`src/rtl/controller_poll_multi.sv`:
```
// Polls NUM_CH serial game pads in parallel over a shared latch/clock and publishes inverted,
// registered button words. Define CONT_DEBOUNCE_EN to accept a word only after two equal polls.
module controller_poll_multi #(
  parameter int unsigned NUM_CH      = 2,
  parameter int unsigned NUM_BITS    = 8,
  parameter int unsigned CLK_DIV     = 4,
  parameter int unsigned POLL_PERIOD = 0
) (
  input  logic                         PCLK,
  input  logic                         MSS_RESET_N,
  input  logic                         start,
  input  logic                         auto_en,
  input  logic [NUM_CH-1:0]            contRead,
  output logic                         contWrite,
  output logic                         contCLK,
  output logic [NUM_CH*NUM_BITS-1:0]   buttons,
  output logic [NUM_CH-1:0]            changed,
  output logic                         valid,
  output logic                         busy
);

  localparam int unsigned BitW = (NUM_BITS > 1) ? $clog2(NUM_BITS) : 1;
  localparam int unsigned DivW = $clog2(CLK_DIV);
  localparam int unsigned TmrW = (POLL_PERIOD > 0) ? $clog2(POLL_PERIOD + 1) : 1;
  localparam int unsigned W    = NUM_CH * NUM_BITS;

  localparam logic [BitW-1:0] BitMax = BitW'(NUM_BITS - 1);
  localparam logic [DivW-1:0] DivMax = DivW'(CLK_DIV - 1);
  localparam logic [TmrW-1:0] TmrMax = TmrW'((POLL_PERIOD > 0) ? POLL_PERIOD - 1 : 0);

  typedef enum logic [2:0] {StIdle, StLatch, StSample, StClkHi, StDone} state_e;

  state_e            state_q, state_d;
  logic [BitW-1:0]   bit_q, bit_d;
  logic [DivW-1:0]   div_q, div_d;
  logic [TmrW-1:0]   tmr_q, tmr_d;
  logic [W-1:0]      shift_q, shift_d;
  logic [W-1:0]      btn_q, btn_d;
  logic [NUM_CH-1:0] chg_q, chg_d;
  logic              valid_q, valid_d;
  logic              cont_write_q, cont_clk_q, busy_q;
`ifdef CONT_DEBOUNCE_EN
  logic [W-1:0]      raw_q, raw_d;
`endif

  logic tick;
  logic auto_req;

  assign tick     = (state_q != StIdle) && (div_q == DivMax);
  assign auto_req = auto_en && (POLL_PERIOD != 0) && (tmr_q == TmrMax);

  always_comb begin
    state_d = state_q;
    bit_d   = bit_q;
    div_d   = div_q;
    tmr_d   = tmr_q;
    shift_d = shift_q;
    btn_d   = btn_q;
    chg_d   = '0;
    valid_d = 1'b0;
`ifdef CONT_DEBOUNCE_EN
    raw_d   = raw_q;
`endif

    // Timer saturates at expiry so a request raised while busy waits for IDLE.
    if (auto_en && (tmr_q != TmrMax)) tmr_d = tmr_q + 1'b1;
    if (state_q != StIdle) div_d = tick ? '0 : div_q + 1'b1;

    unique case (state_q)
      StIdle: begin
        if (start || auto_req) begin
          state_d = StLatch;
          div_d   = '0;
          bit_d   = '0;
          tmr_d   = '0;
        end
      end
      StLatch: begin
        // bit_q doubles as the latch tick count.
        if (tick) begin
          if (bit_q == BitW'(1)) begin
            state_d = StSample;
            bit_d   = '0;
          end else begin
            bit_d = BitW'(1);
          end
        end
      end
      StSample: begin
        if (tick) begin
          for (int c = 0; c < NUM_CH; c++) begin
            for (int b = 0; b < NUM_BITS; b++) begin
              if (bit_q == BitW'(b)) shift_d[c*NUM_BITS+b] = ~contRead[c];
            end
          end
          state_d = (bit_q == BitMax) ? StDone : StClkHi;
        end
      end
      StClkHi: begin
        if (tick) begin
          bit_d   = bit_q + 1'b1;
          state_d = StSample;
        end
      end
      StDone: begin
        state_d = StIdle;
        valid_d = 1'b1;
        for (int c = 0; c < NUM_CH; c++) begin
`ifdef CONT_DEBOUNCE_EN
          if (shift_q[c*NUM_BITS +: NUM_BITS] == raw_q[c*NUM_BITS +: NUM_BITS]) begin
            btn_d[c*NUM_BITS +: NUM_BITS] = shift_q[c*NUM_BITS +: NUM_BITS];
            chg_d[c] = shift_q[c*NUM_BITS +: NUM_BITS] != btn_q[c*NUM_BITS +: NUM_BITS];
          end
          raw_d[c*NUM_BITS +: NUM_BITS] = shift_q[c*NUM_BITS +: NUM_BITS];
`else
          btn_d[c*NUM_BITS +: NUM_BITS] = shift_q[c*NUM_BITS +: NUM_BITS];
          chg_d[c] = shift_q[c*NUM_BITS +: NUM_BITS] != btn_q[c*NUM_BITS +: NUM_BITS];
`endif
        end
      end
      default: state_d = StIdle;
    endcase
  end

  // Pad-facing strobes are registered from the next state so they are glitch-free.
  always_ff @(posedge PCLK or negedge MSS_RESET_N) begin
    if (!MSS_RESET_N) begin
      state_q      <= StIdle;
      bit_q        <= '0;
      div_q        <= '0;
      tmr_q        <= '0;
      shift_q      <= '0;
      btn_q        <= '0;
      chg_q        <= '0;
      valid_q      <= 1'b0;
      cont_write_q <= 1'b0;
      cont_clk_q   <= 1'b0;
      busy_q       <= 1'b0;
`ifdef CONT_DEBOUNCE_EN
      raw_q        <= '0;
`endif
    end else begin
      state_q      <= state_d;
      bit_q        <= bit_d;
      div_q        <= div_d;
      tmr_q        <= tmr_d;
      shift_q      <= shift_d;
      btn_q        <= btn_d;
      chg_q        <= chg_d;
      valid_q      <= valid_d;
      cont_write_q <= (state_d == StLatch);
      cont_clk_q   <= (state_d == StClkHi);
      busy_q       <= (state_d != StIdle);
`ifdef CONT_DEBOUNCE_EN
      raw_q        <= raw_d;
`endif
    end
  end

  assign contWrite = cont_write_q;
  assign contCLK   = cont_clk_q;
  assign buttons   = btn_q;
  assign changed   = chg_q;
  assign valid     = valid_q;
  assign busy      = busy_q;

endmodule

```
`config.mk`:
```
export PLATFORM = sky130hd
export DESIGN_NAME = controller_poll_multi
export DESIGN_NICKNAME = d
export VERILOG_FILES = /design/src/rtl/controller_poll_multi.sv
export SDC_FILE = /design/constraint.sdc
export NUM_CORES = 1
export LEC_CHECK = 0
export BUFFER_PORTS_ARGS = -buffer_cell sky130_fd_sc_hd__buf_2
export CAP_MARGIN = 10
export CORE_ASPECT_RATIO = 0.75
export CORE_UTILIZATION = 40
export DETAILED_ROUTE_END_ITERATION = 10
export GPL_TIMING_DRIVEN = 0
export REMOVE_ABC_BUFFERS = 1
export SETUP_SLACK_MARGIN = 0.05
export SKIP_LAST_GASP = 1
export SLEW_MARGIN = 20
export SYNTH_ARGS = -nofsm -noshare
export SYNTH_HDL_FRONTEND = slang
export SYNTH_SLANG_ARGS = --single-unit
```
`constraint.sdc`:
```
create_clock -name PCLK -period 2 [get_ports PCLK]
set_clock_uncertainty 0.15 [all_clocks]
set_input_delay 0.1 -clock PCLK [delete_from_list [all_inputs] [get_ports PCLK]]
set_output_delay 0.1 -clock PCLK [all_outputs]
set_load 0.02 [all_outputs]
```
==> results of run 1 <==
state kept, by name (all words and copies together), names as in the netlist:
register   cells
busy           1
div_q          2
contWrite      1
shift_q       16
contCLK        1
valid          1
changed        2
buttons       16
state_q        3
bit_q          3
path summary, 6_finish.rpt:
check,from,to,slack [ns]
worst max-delay path,state_q[1]$_DFF_PN0_,buttons[14]$_DFFE_PN0P_,0.21
worst min-delay path,MSS_RESET_N,div_q[0]$_DFF_PN0_,0.19
worst max register to register,state_q[1]$_DFF_PN0_,buttons[14]$_DFFE_PN0P_,0.21
worst min register to register,div_q[0]$_DFF_PN0_,div_q[0]$_DFF_PN0_,0.36
max in group asynchronous,MSS_RESET_N,buttons[6]$_DFFE_PN0P_,1.12
min in group PCLK,div_q[0]$_DFF_PN0_,div_q[0]$_DFF_PN0_,0.36
cell type report:
class                           count  area (sq um)  share of cell area, %
Timing Repair Buffer               30           173                   6.87
Inverter                           19          73.8                   2.94
Multi-Input combinational cell    109           912                   36.3
Tap cell                           72          90.1                   3.58
Sequential cell                    46          1150                   45.8
Clock buffer                        5          68.8                   2.74
Clock inverter                      3          45.0                   1.79
report_power, final:
| group | leakage, nW | switching (mW) | internal (mW) |
|---|---|---|---|
| combinational | 0.739 | 0.0363 | 0.0228 |
| clock | 0.0504 | 0.307 | 0.371 |
| sequential | 0.569 | 0.0142 | 0.944 |
cells by family after synthesis:
family | after synthesis
simple gates | 36
buf+inv | 26
mux | 32
flops | 46
xor+xnor | 16
compound gates | 18
fa+ha+maj | 7
worst max-delay path: cells and delay by family (launching register included):
| kind | cells | cell delay (ns) |
|---|---|---|
| buffers and inverters | 1 | 0.26 |
| AND/OR/NAND/NOR | 2 | 0.38 |
| flip-flops | 1 | 0.52 |
| multiplexers | 1 | 0.36 |
synth_stat cells (all sizes together) (2+ instances only):
cell / count
nand3: 6
nand2b: 2
ha: 7
dfrtp: 46
nand2: 8
nor2b: 3
o21ai: 2
inv: 19
mux2i: 16
nor4: 4
xor2: 16
nor3: 2
mux2: 16
buf: 6
nor2: 3
a21oi: 9
a31oi: 2
nand3b: 3
what timing repair did:
item,4_1_cts,5_1_grt
setup endpoints to repair,0,15
hold buffers,4,0
endpoints found under the hold margin,64,0
gates resized for setup,0,3
layer usage:
layer  part of all wire [%]  up-vias  GRT usage, %
li1                       -      673             -
met1                     50      679          20.8
met2                     45       26          23.6
met3                    3.8        7          3.87
met4                    1.0        0          4.30
met5                      0        -             0
cells in the final DEF, fill, tap and decap left out, drive strengths merged, types with 3 or more instances in the layout:
cell type and count:
dfrtp 46, xor2 16, clkbuf 5, nand2 8, a21oi 9, nor2b 3, ha 7, nand3 6
nand3b 3, nor4 4, dlygate4sd3 4, nor2 3, buf 26, mux2 16, mux2i 16, inv 19
through the flow:
step	utilization [%]	instances	hold slack [ns]	cell area, sq um	setup WS [ns]
global placement	46.4	272	0.165	2350	0.173
CTS	49.5	284	0.364	2500	0.115
detailed placement	46.4	272	0.179	2350	0.128
global route	49.6	284	0.251	2510	0.103
floorplan	-	174	-0.346	2130	0.420
finish	49.6	284	0.194	2510	0.213
==> impl_results.md, run 1 <==
* Pins over their slew limit at 0
* CTS H-tree lvls at 2
* Number of setup violations in the final report at 0
* Max Root-Sink Buffers at 2
* Slowest cell on the critical path: dfrtp_1
* Routability congestion estimate at roughly 0.81
* Synth cell types at 35
* Worst path max stage delay at around 0.52 ns
* Largest net degree at the start of global routing at 47
* CORE AREA at 5060 sq um
* Startpoint Class: flip-flop
* Arrival @ worst endpoint at 1.81 ns
* Post-Synth Simple-Gate Area at around a tenth
* Tot Pwr at 1.69 mW
* Starting Density at 43.1%
* Global-route wire length before repair at 6.53 mm
* Setup TNS at 0 ns
* Post-DP HPWL at about 2.9 mm
* RSZ-0062 raised after global routing: false
* Yosys warns at 0
* Critical Path, Cell by Cell: nor2_1 -> nand2_1 -> inv_4 -> mux2_1
* P per Cell Area at just under 700 nW/um^2
* FP Rows at 22
* Routed vias at between 1,000 and 1,500
* Total global routing track utilization at 15.1%
* Leak pwr at ~1.4 nW
* TritonCTS Buffers at 5
* DIE HEIGHT at roughly 66 microns
* Vias in the first global route at between 1,000 and 1,500
* Seq cells post-synth at 46
* F_max at between 0.5 and 0.6 GHz
* XOR/XNOR Fraction of Synth Area at 6.42%
* Post-Syn Area at 2180 sq um
* Root Buffer Master: clkbuf_8
* EDFF count, synth at 0
* Post-synthesis async set-or-reset flop share at 100%
* Reg2Reg Depth at 4
* Largest family of logic cells by synthesized area: multiplexers
* Initial antenna violation count at 0
* Sink Count at 46
* Worst-Skew Late Latency at roughly 0.30 ns
* Mux contribution to synthesized area at about 16%
* Max-Cap Viols at 0
* CTS tree: built
* Post-CTS Setup Inserts at 0
* Via-to-Cell Ratio at between 4 and 5
* Compound-Gate Fraction of Synth Area at about 5.6%
* Initial DRT Pass Iterations at 4
* Drc violations at 0
* GR Overflow Total at 0
* Worst rel slew slack at about 62%
* Final Hold Vio Count at 0
* Final nets at 224
* Mapped Avg Cell Area at approximately 12 sq um
* Top-area cell type share of the netlist area at about 53%
* Worst hold path class: primary input to async pin
* Crit. End Element: flip-flop
* Adder-cell area share of the yosys netlist at between 4 and 5%
* Antenna Nets Post-Route at 0
* Synth-to-layout area growth at 15.1%
* CP Max Fanout at 17
* Io pins at 28
* VDD IR-drop max at about 430 uV
* Fill cells at between 400 and 500
* Slew of the pin with the lowest slew margin at approximately 0.58 ns
* Sequential-to-total area share from yosys stat at 52.7%
* Synth area leaders: dfrtp_1 (53%), mux2i_1 (7.3%), xor2_1 (6.4%)
* Die Area at 5760 sq um
* Status: finished, final reports clean
* Drt total wl at 3.86 mm
* Worst-path clk slew at roughly 0.08 ns
* Ys flop type: dfrtp_1
* Worst Path Required at 2.02 ns
* DRT iter0 DRCs at 83
* Final cycle utilization of the critical path at between 80% and 90%
* Final min period at approximately 1.8 ns
* Post-Syn Instances at between 150 and 200
* Port bufs at 26
* Setup Crit Path Kind: flip-flop to flip-flop
* Share of cells above drive strength 1 at between 20% and 30%
* Die W at about 87 microns
* Area leader, netlist: dfrtp_1
* Inserted Diodes at 0
* Routed wire per std cell at between 10 and 15 microns
No activity file was read; power rests on OpenSTA's default activity.
==> inputs of run 2 (changes only) <==
--- a/config.mk
+++ b/config.mk
@@ -7,3 +7,3 @@
 export LEC_CHECK = 0
-export BUFFER_PORTS_ARGS = -buffer_cell sky130_fd_sc_hd__buf_2
+export BUFFER_PORTS_ARGS = -buffer_cell sky130_fd_sc_hd__buf_4
 export CAP_MARGIN = 10
==> constraint.sdc (replaced) <==
create_clock -name PCLK -period 2 [get_ports PCLK]
set_clock_uncertainty 0.15 [all_clocks]
set_input_delay 0.4 -clock PCLK [delete_from_list [all_inputs] [get_ports PCLK]]
set_output_delay 0.4 -clock PCLK [all_outputs]
set_load 0.02 [all_outputs]
==> run 2 against run 1 <==
Net effect: clock-buffer cell count rose by 1; final cell count fell by 1.1%; setup slack improved by 0.018 ns; cell area rose by 0.25%.
==> impl_results.md, run 2 (synthesis gave the netlist of run 1 again) <==
* Most frequent cells in the layout: dfrtp_1 (45), buf_4 (26), inv_1 (18), xor2_1 (16), mux2i_1 (16)
* GR Overflow Total at 0
* Worst-Skew Late Latency at 0.30 ns
* Worst hold slack at around 0.18 ns
* Max-Cap Viols at 0
* CORE AREA at about 5000 sq um
* Global-route wire length before repair at 6.59 mm
* P per Cell Area at ~620 nW/um^2
* Synth-to-layout area growth at 15.4%
* Reg2Reg Depth at 4
* Arrival @ worst endpoint at 1.80 ns
* Vias in the first global route at about 1,400
* DRT iter0 DRCs at 70
* Antenna Nets Post-Route at 0
* Routed wire per std cell at around 14 microns
* Root Buffer Master: clkbuf_8
* Initial antenna violation count at 0
* Initial DRT Pass Iterations at 4
* Slew of the pin with the lowest slew margin at between 0.5 and 0.6 ns
* Max Root-Sink Buffers at 2
* Routability congestion estimate at just over 0.8
* VDD IR-drop max at 237 uV
* Die Area at about 5800 sq um
* Tot Pwr at between 1.5 and 2 mW
* Worst Path Required at approximately 2.0 ns
* Worst hold path class: primary input to flip-flop
* FP Rows at 22
* Worst setup margin at 0.230 ns
* Drt total wl at 3.99 mm
* Io pins at 28
* DIE HEIGHT at around 66 microns
* Status: finished, final reports clean
* Die W at between 80 and 90 microns
* Share of cells above drive strength 1 at between 20% and 30%
* Port bufs at 26
* Final Hold Vio Count at 0
* Sink Count at 46
* Hold depth at 2
* Final core utilization at 49.8%
* Post-DP HPWL at ~2.8 mm
* Final min period at between 1.5 and 2 ns
* Routed vias at 1,376
* Setup TNS at 0 ns
* Setup Crit Path Kind: flip-flop to flip-flop
* Crit. End Element: flip-flop
* Commonest non-fill, non-tap cell in the layout: dfrtp_1
* Final cycle utilization of the critical path at around 90%
* Total global routing track utilization at 15.5%
* TritonCTS Buffers at 5
* Leak pwr at roughly 1.3 nW
* RSZ-0062 raised after global routing: false
* Flop-to-flop setup slack at between 0.2 and 0.25 ns
* Via-to-Cell Ratio at between 4 and 5
* Number of setup violations in the final report at 0
* Final nets at roughly 220
* Worst rel slew slack at about three fifths
* CTS H-tree lvls at 2
* Largest net degree at the start of global routing at 47
* Startpoint Class: flip-flop
* Starting Density at 43.1%
* Pins over their slew limit at 0
* Worst-path clk slew at approximately 0.090 ns
* CP Max Fanout at 17
* Inserted Diodes at 0
* Drc violations at 0
* CTS tree: built
* F_max at ~0.57 GHz
* Place WS at roughly 0.13 ns
-- run 2: cell count changes in the layout (fill, tap and decap cells not counted), moves of 2 or more --
cell / before / now
buf_4: 1 / 26
buf_2: 25 / 0
dlygate4sd3_1: 4 / 1
clkinvlp_4: 2 / 0
-- run 2: area by class of cell --
type / count / area (sq um)
fill: 466 / 2540
sequential: 46 / 1150
multi-input combinational: 109 / 912
timing repair buffer: 27 / 205
tap: 72 / 90.1
inverter: 19 / 73.8
clock buffer: 6 / 72.6
clock inverter: 2 / 13.8
-- run 2: final timing paths --
kind | start | endpoint
worst max-delay path | state_q[0]$_DFF_PN0_ | buttons[15]$_DFFE_PN0P_
worst min-delay path | contRead[0] | shift_q[4]$_DFFE_PN0P_
worst max register to register | state_q[0]$_DFF_PN0_ | buttons[15]$_DFFE_PN0P_
worst min register to register | div_q[0]$_DFF_PN0_ | div_q[0]$_DFF_PN0_
max in group asynchronous | MSS_RESET_N | state_q[1]$_DFF_PN0_
min in group asynchronous | MSS_RESET_N | shift_q[12]$_DFFE_PN0P_
-- run 2: repair_timing --
item                       in CTS  in global routing
hold buffers                    1                  0
buffers inserted                0                  0
setup endpoints to repair       0                 17
hold endpoints to repair       46                  0
gates resized for setup         0                  4
-- run 2: critical path, stage by stage (launching register included) --
cell,delay (ns)
dfrtp_1,0.50
nor2_1,0.18
nand2_1,0.19
inv_4,0.26
mux2_1,0.35
-- run 2: power breakdown --
part	switching [mW]	total, mW	internal [mW]	leakage (nW)
Clock	0.305	0.552	0.247	0.0452
Combinational	0.0347	0.0555	0.0208	0.730
Sequential	0.0140	0.958	0.944	0.569
-- run 2: stage by stage --
step | cells | cell area [sq um]
2_1_floorplan | 174 | 2130
3_3_place_gp | 272 | 2420
3_5_place_dp | 272 | 2420
4_1_cts | 281 | 2510
5_1_grt | 281 | 2520
6_report | 281 | 2520
-- run 2: layer usage --
metal  global-route usage (%)  share of wire, %  vias up  wire [microns]
met3                     5.49               4.4        6             175
met5                        0                 0        -               0
met2                     23.0                44       22            1770
li1                         -                 -      668               -
met4                     4.71               1.2        0              46
met1                     21.1                50      680            2010
